===== config.mk =====
export PLATFORM = sky130hd
export DESIGN_NAME = shift_deserializer
export DESIGN_NICKNAME = d
export VERILOG_FILES = /design/src/rtl/shift_deserializer.sv
export SDC_FILE = /design/constraint.sdc
export NUM_CORES = 1
export LEC_CHECK = 0
export BUFFER_PORTS_ARGS = -buffer_cell sky130_fd_sc_hd__buf_2
export CAP_MARGIN = 20
export CORE_ASPECT_RATIO = 0.9
export CORE_UTILIZATION = 40
export CTS_CLUSTER_DIAMETER = 50
export DETAILED_ROUTE_END_ITERATION = 10
export MAX_ROUTING_LAYER = met4
export PLACE_DENSITY = 0.76
export SETUP_SLACK_MARGIN = 0.15
export SYNTH_ARGS = -nofsm -noshare
export SYNTH_HDL_FRONTEND = slang
export SYNTH_SLANG_ARGS = --single-unit

===== constraint.sdc =====
create_clock -name Clk -period 1.55 [get_ports Clk]
set_clock_uncertainty 0.05 [all_clocks]
set_input_delay 0.2325 -clock Clk [delete_from_list [all_inputs] [get_ports Clk]]
set_output_delay 0.2325 -clock Clk [all_outputs]
set_load 0.005 [all_outputs]

===== src/rtl/shift_deserializer.sv =====
// shift_deserializer: LSB-first serial-to-parallel receiver with double-buffered valid/ready output
module shift_deserializer #(
  parameter int N  = 8,
  parameter int CW = $clog2(N)
) (
  input  logic          Clk,
  input  logic          Reset,
  input  logic          Shift_EN,
  input  logic          Shift_IN,
  input  logic          Clear,
  input  logic          Dout_Ready,
  output logic [N-1:0]  Dout,
  output logic          Dout_Valid,
  output logic          Overrun,
  output logic [CW-1:0] Bit_Count
);
  typedef enum logic {EMPTY, FULL} state_t;
  state_t        state_q, state_d;
  logic [N-1:0]  sreg_q, sreg_d, dout_q, dout_d, word;
  logic [CW-1:0] cnt_q, cnt_d;
  logic          ovr_q, ovr_d, shift, done;
  // Clear suppresses the sampled bit, so a word can never complete on a Clear edge
  assign shift = Shift_EN & ~Clear;
  assign done  = shift & (cnt_q == CW'(N - 1));
  assign word  = {Shift_IN, sreg_q[N-1:1]};
  // assembly path: shift register and bit counter
  always_comb begin
    sreg_d = Clear ? '0 : shift ? word : sreg_q;
    cnt_d  = Clear ? '0 : shift ? (done ? '0 : cnt_q + CW'(1)) : cnt_q;
  end
  // holding register FSM: a completing word is taken when empty or when the held word leaves on the same edge
  always_comb begin
    state_d = state_q;
    dout_d  = dout_q;
    ovr_d   = Clear ? 1'b0 : ovr_q;
    if (state_q == EMPTY) begin
      if (done) begin
        dout_d  = word;
        state_d = FULL;
      end
    end else if (done) begin
      dout_d = Dout_Ready ? word : dout_q;
      ovr_d  = Dout_Ready ? ovr_d : 1'b1;
    end else if (Dout_Ready) begin
      state_d = EMPTY;
    end
  end
  // state registers with synchronous reset
  always_ff @(posedge Clk) begin
    if (Reset) begin
      state_q <= EMPTY;
      sreg_q  <= '0;
      cnt_q   <= '0;
      dout_q  <= '0;
      ovr_q   <= 1'b0;
    end else begin
      state_q <= state_d;
      sreg_q  <= sreg_d;
      cnt_q   <= cnt_d;
      dout_q  <= dout_d;
      ovr_q   <= ovr_d;
    end
  end
  assign Dout       = dout_q;
  assign Dout_Valid = (state_q == FULL);
  assign Overrun    = ovr_q;
  assign Bit_Count  = cnt_q;
endmodule


==> flow_metrics.env <==
export IMPL_slew_headroom=0.763
export IMPL_whs_endpoint="sreg_q[7]"
export IMPL_min_path_type="in2reg"
export IMPL_fin_crit_sh=0.852
export IMPL_clkSinkCount=20
export IMPL_die_y_um=45.3
export IMPL_yosysTopAreaCellShare=0.480
export IMPL_drv_cap=0
export IMPL_synthMuxAreaShare=0.180
export IMPL_peakVddDrop_v=0.000322
export IMPL_fin_setup_tns_ps=0
export IMPL_crit_chain="ha_4 > ha_4 > nand2_4 > nor3_4 > buf_12 > mux2i_1"
export IMPL_reg2reg_from="Bit_Count[0]"
export IMPL_use_met3=0.0202
export IMPL_synthTopCellsByArea="dfxtp_1 (48%), mux2i_1 (18%), nand2b_1 (12%), nor2_1 (4.5%), ha_1 (3.0%)"
export IMPL_drive_gt1_frac=0.327
export IMPL_die_x_um=50.1
export IMPL_ff2ff_setup_slack_ps=230
export IMPL_synth_adder_area_share=0.0300
export IMPL_power_leakage_nw=0.430
export IMPL_nets=113
export IMPL_finalHoldViolations=0
export IMPL_grt_pass1_wl_um=2330
export IMPL_n_fill_cell=183
export IMPL_reg2regPathDepth=6
export IMPL_r2r_end="Dout[6]"
export IMPL_yosys_warnings=0
export IMPL_dieArea_um2=2270
export IMPL_start_util=0.431
export IMPL_antenna_found_initial=0
export IMPL_clock_latency_ps=290
export IMPL_rsz0062_at_grt="false"
export IMPL_grt_pass1_vias=541
export IMPL_ant_nets=0
export IMPL_criticalPathCategory="reg2reg"
export IMPL_synth_simple_gate_area_frac=0.252
export IMPL_critPathMaxFanout=8
export IMPL_pre_cts_ws_ps=167
export IMPL_yosysUniqueCellTypes=18
export IMPL_postLayoutCoreUtil=0.548
export IMPL_syn_area_um2=833
export IMPL_grt_util_met2=0.248
export IMPL_n_antenna_cell=0
export IMPL_critical_path_buf_inv_count=1
export IMPL_avgSynthCellArea_um2=10.3
export IMPL_cpMostUsedCell="ha_4"
export IMPL_ys_seq_area_frac=0.480
export IMPL_place_inst=124
export IMPL_stdcell_count=129
export IMPL_cts_made_buffers=3
export IMPL_yosys_area_top_type="dfxtp_1"
export IMPL_synth_xor_area_share=0
export IMPL_synth_compound_area_frac=0.0375
export IMPL_arrival_ps=1500
export IMPL_drc=0
export IMPL_drtIter0Drc=8
export IMPL_status="finished clean"
export IMPL_wl_per_cell_um=11.4
export IMPL_cts_tree="built"
export IMPL_synth_seq_cells=20
export IMPL_clockBufferDepth=2
export IMPL_finalCriticalPeriod_ps=1320
export IMPL_worstSetupEndpointType="register"
export IMPL_finalPower_uw=862
export IMPL_cpLargestDelayFamily="flip-flops"
export IMPL_critPathLaunch="Bit_Count[0]"
export IMPL_cp_start_kind="register"
export IMPL_rows=15
export IMPL_worst_slew_pin_slew_ps=356
export IMPL_syn_inst=81
export IMPL_holdWs_ps=146
export IMPL_fin_area_um2=1060
export IMPL_clockRootBuffer="clkbuf_4"
export IMPL_grtUsageMet1=0.164
export IMPL_htreeDepth=1
export IMPL_overflow=0
export IMPL_holdPathStages=3
export IMPL_setup_slack_ps=230
export IMPL_syn_nets=89
export IMPL_most_common_layout_cells="dfxtp_1 (18), buf_2 (18), nand2b_1 (16), mux2i_1 (15), nor2_1 (10)"
export IMPL_min_from="Shift_IN"
export IMPL_slowest_stage="dfxtp_4"
export IMPL_place_gp_congestion=0.788
export IMPL_drt_total_wl_um=1470
export IMPL_cts_hold_buffers=0
export IMPL_powerDensity_nw_per_um2=815
export IMPL_dr_pass1_iters=2
export IMPL_cpPeakStageDelay_ps=380
export IMPL_cp_data_required_time_ps=1730
export IMPL_grt_max_degree=13
export IMPL_hpwlAfterDp_um=1090
export IMPL_final_max_slew_viol_count=0
export IMPL_synth_top_family_by_area="simple AND/OR/NAND/NOR gates"
export IMPL_io_buffers=18
export IMPL_grt_util_all_layers=0.145
export IMPL_clk_pin_slew_ps=110
export IMPL_busiest_layer="met2"
export IMPL_viasPerCell=4.67
export IMPL_core_um2=1930
export IMPL_fmax_mhz=757
export IMPL_via_count=603
export IMPL_design_portCount=19
export IMPL_dpl_cell_area_um2=1010
export IMPL_syn_to_final_growth_pct=27.0
export IMPL_setup_violations=0
## cells in the mapped netlist
master,instances
dfxtp_1,20
nand2b_1,16
mux2i_1,15
nor2_1,10
a21oi_1,3
clkbuf_1,2
ha_1,2
nand2_1,2
nand3b_1,2
a31oi_1,1
buf_2,1
inv_1,1
nand2_2,1
nor2b_4,1
nor3_4,1
nor3b_1,1
o21ba_2,1
or2_1,1
## state kept, by name, indices dropped and copies added, names as in the netlist
signal      count
Dout_Valid      1
Dout            8
Bit_Count       3
Overrun         1
sreg_q          7
## worst reg2reg max path: stages (launching register included)
cell     delay, ps
dfxtp_4        380
ha_4           140
ha_4           150
nand2_4         50
nor3_4         140
buf_12         160
mux2i_1        190
## how the worst max path moves through the flow
| stage | to | slack [ps] | cells past startpoint |
|---|---|---|---|
| after global placement | Dout[0] | 200 | 6 |
| after CTS | Dout[6] | 200 | 6 |
| after detailed placement | Dout[0] | 170 | 6 |
| after global routing | Dout[0] | 160 | 6 |
| after floorplan | Dout[0] | 140 | 5 |
| final | Dout[6] | 230 | 6 |
## timing repair
action / 4_1_cts / 5_1_grt
endpoints found under the hold margin: 0 / 0
setup endpoints to repair: 3 / 4
pin swaps: 1 / 0
setup buffers: 0 / 1
gates resized for setup: 0 / 1
## final cells by class
type,instances,area [um2],area share
well taps,25,31.3,0.0296
repair buffers,22,133,0.125
multi-input cells,57,447,0.422
flip-flops and latches,20,408,0.385
inverters,1,3.75,0.00355
clock buffers,4,36.3,0.0343
## cells by family after synthesis
group           Yosys count
fa+ha+maj                 2
mux                      15
flops                    20
compound gates            5
simple gates             35
buf+inv                   4
## layer usage
layer / up-vias / wire (um) / part of all wire
li1: 313 / - / -
met1: 278 / 662 / 0.45
met2: 10 / 749 / 0.51
met3: 2 / 46 / 0.031
met4: 0 / 9 / 0.0061
met5: - / 0 / 0
## report_power, final
| part | switching (mW) | internal [mW] | total, mW |
|---|---|---|---|
| Combinational | 0.0247 | 0.0236 | 0.0482 |
| Clock | 0.154 | 0.143 | 0.297 |
| Sequential | 0.00301 | 0.514 | 0.517 |
| Total | 0.182 | 0.681 | 0.862 |
(Power assumes the default switching activity.)
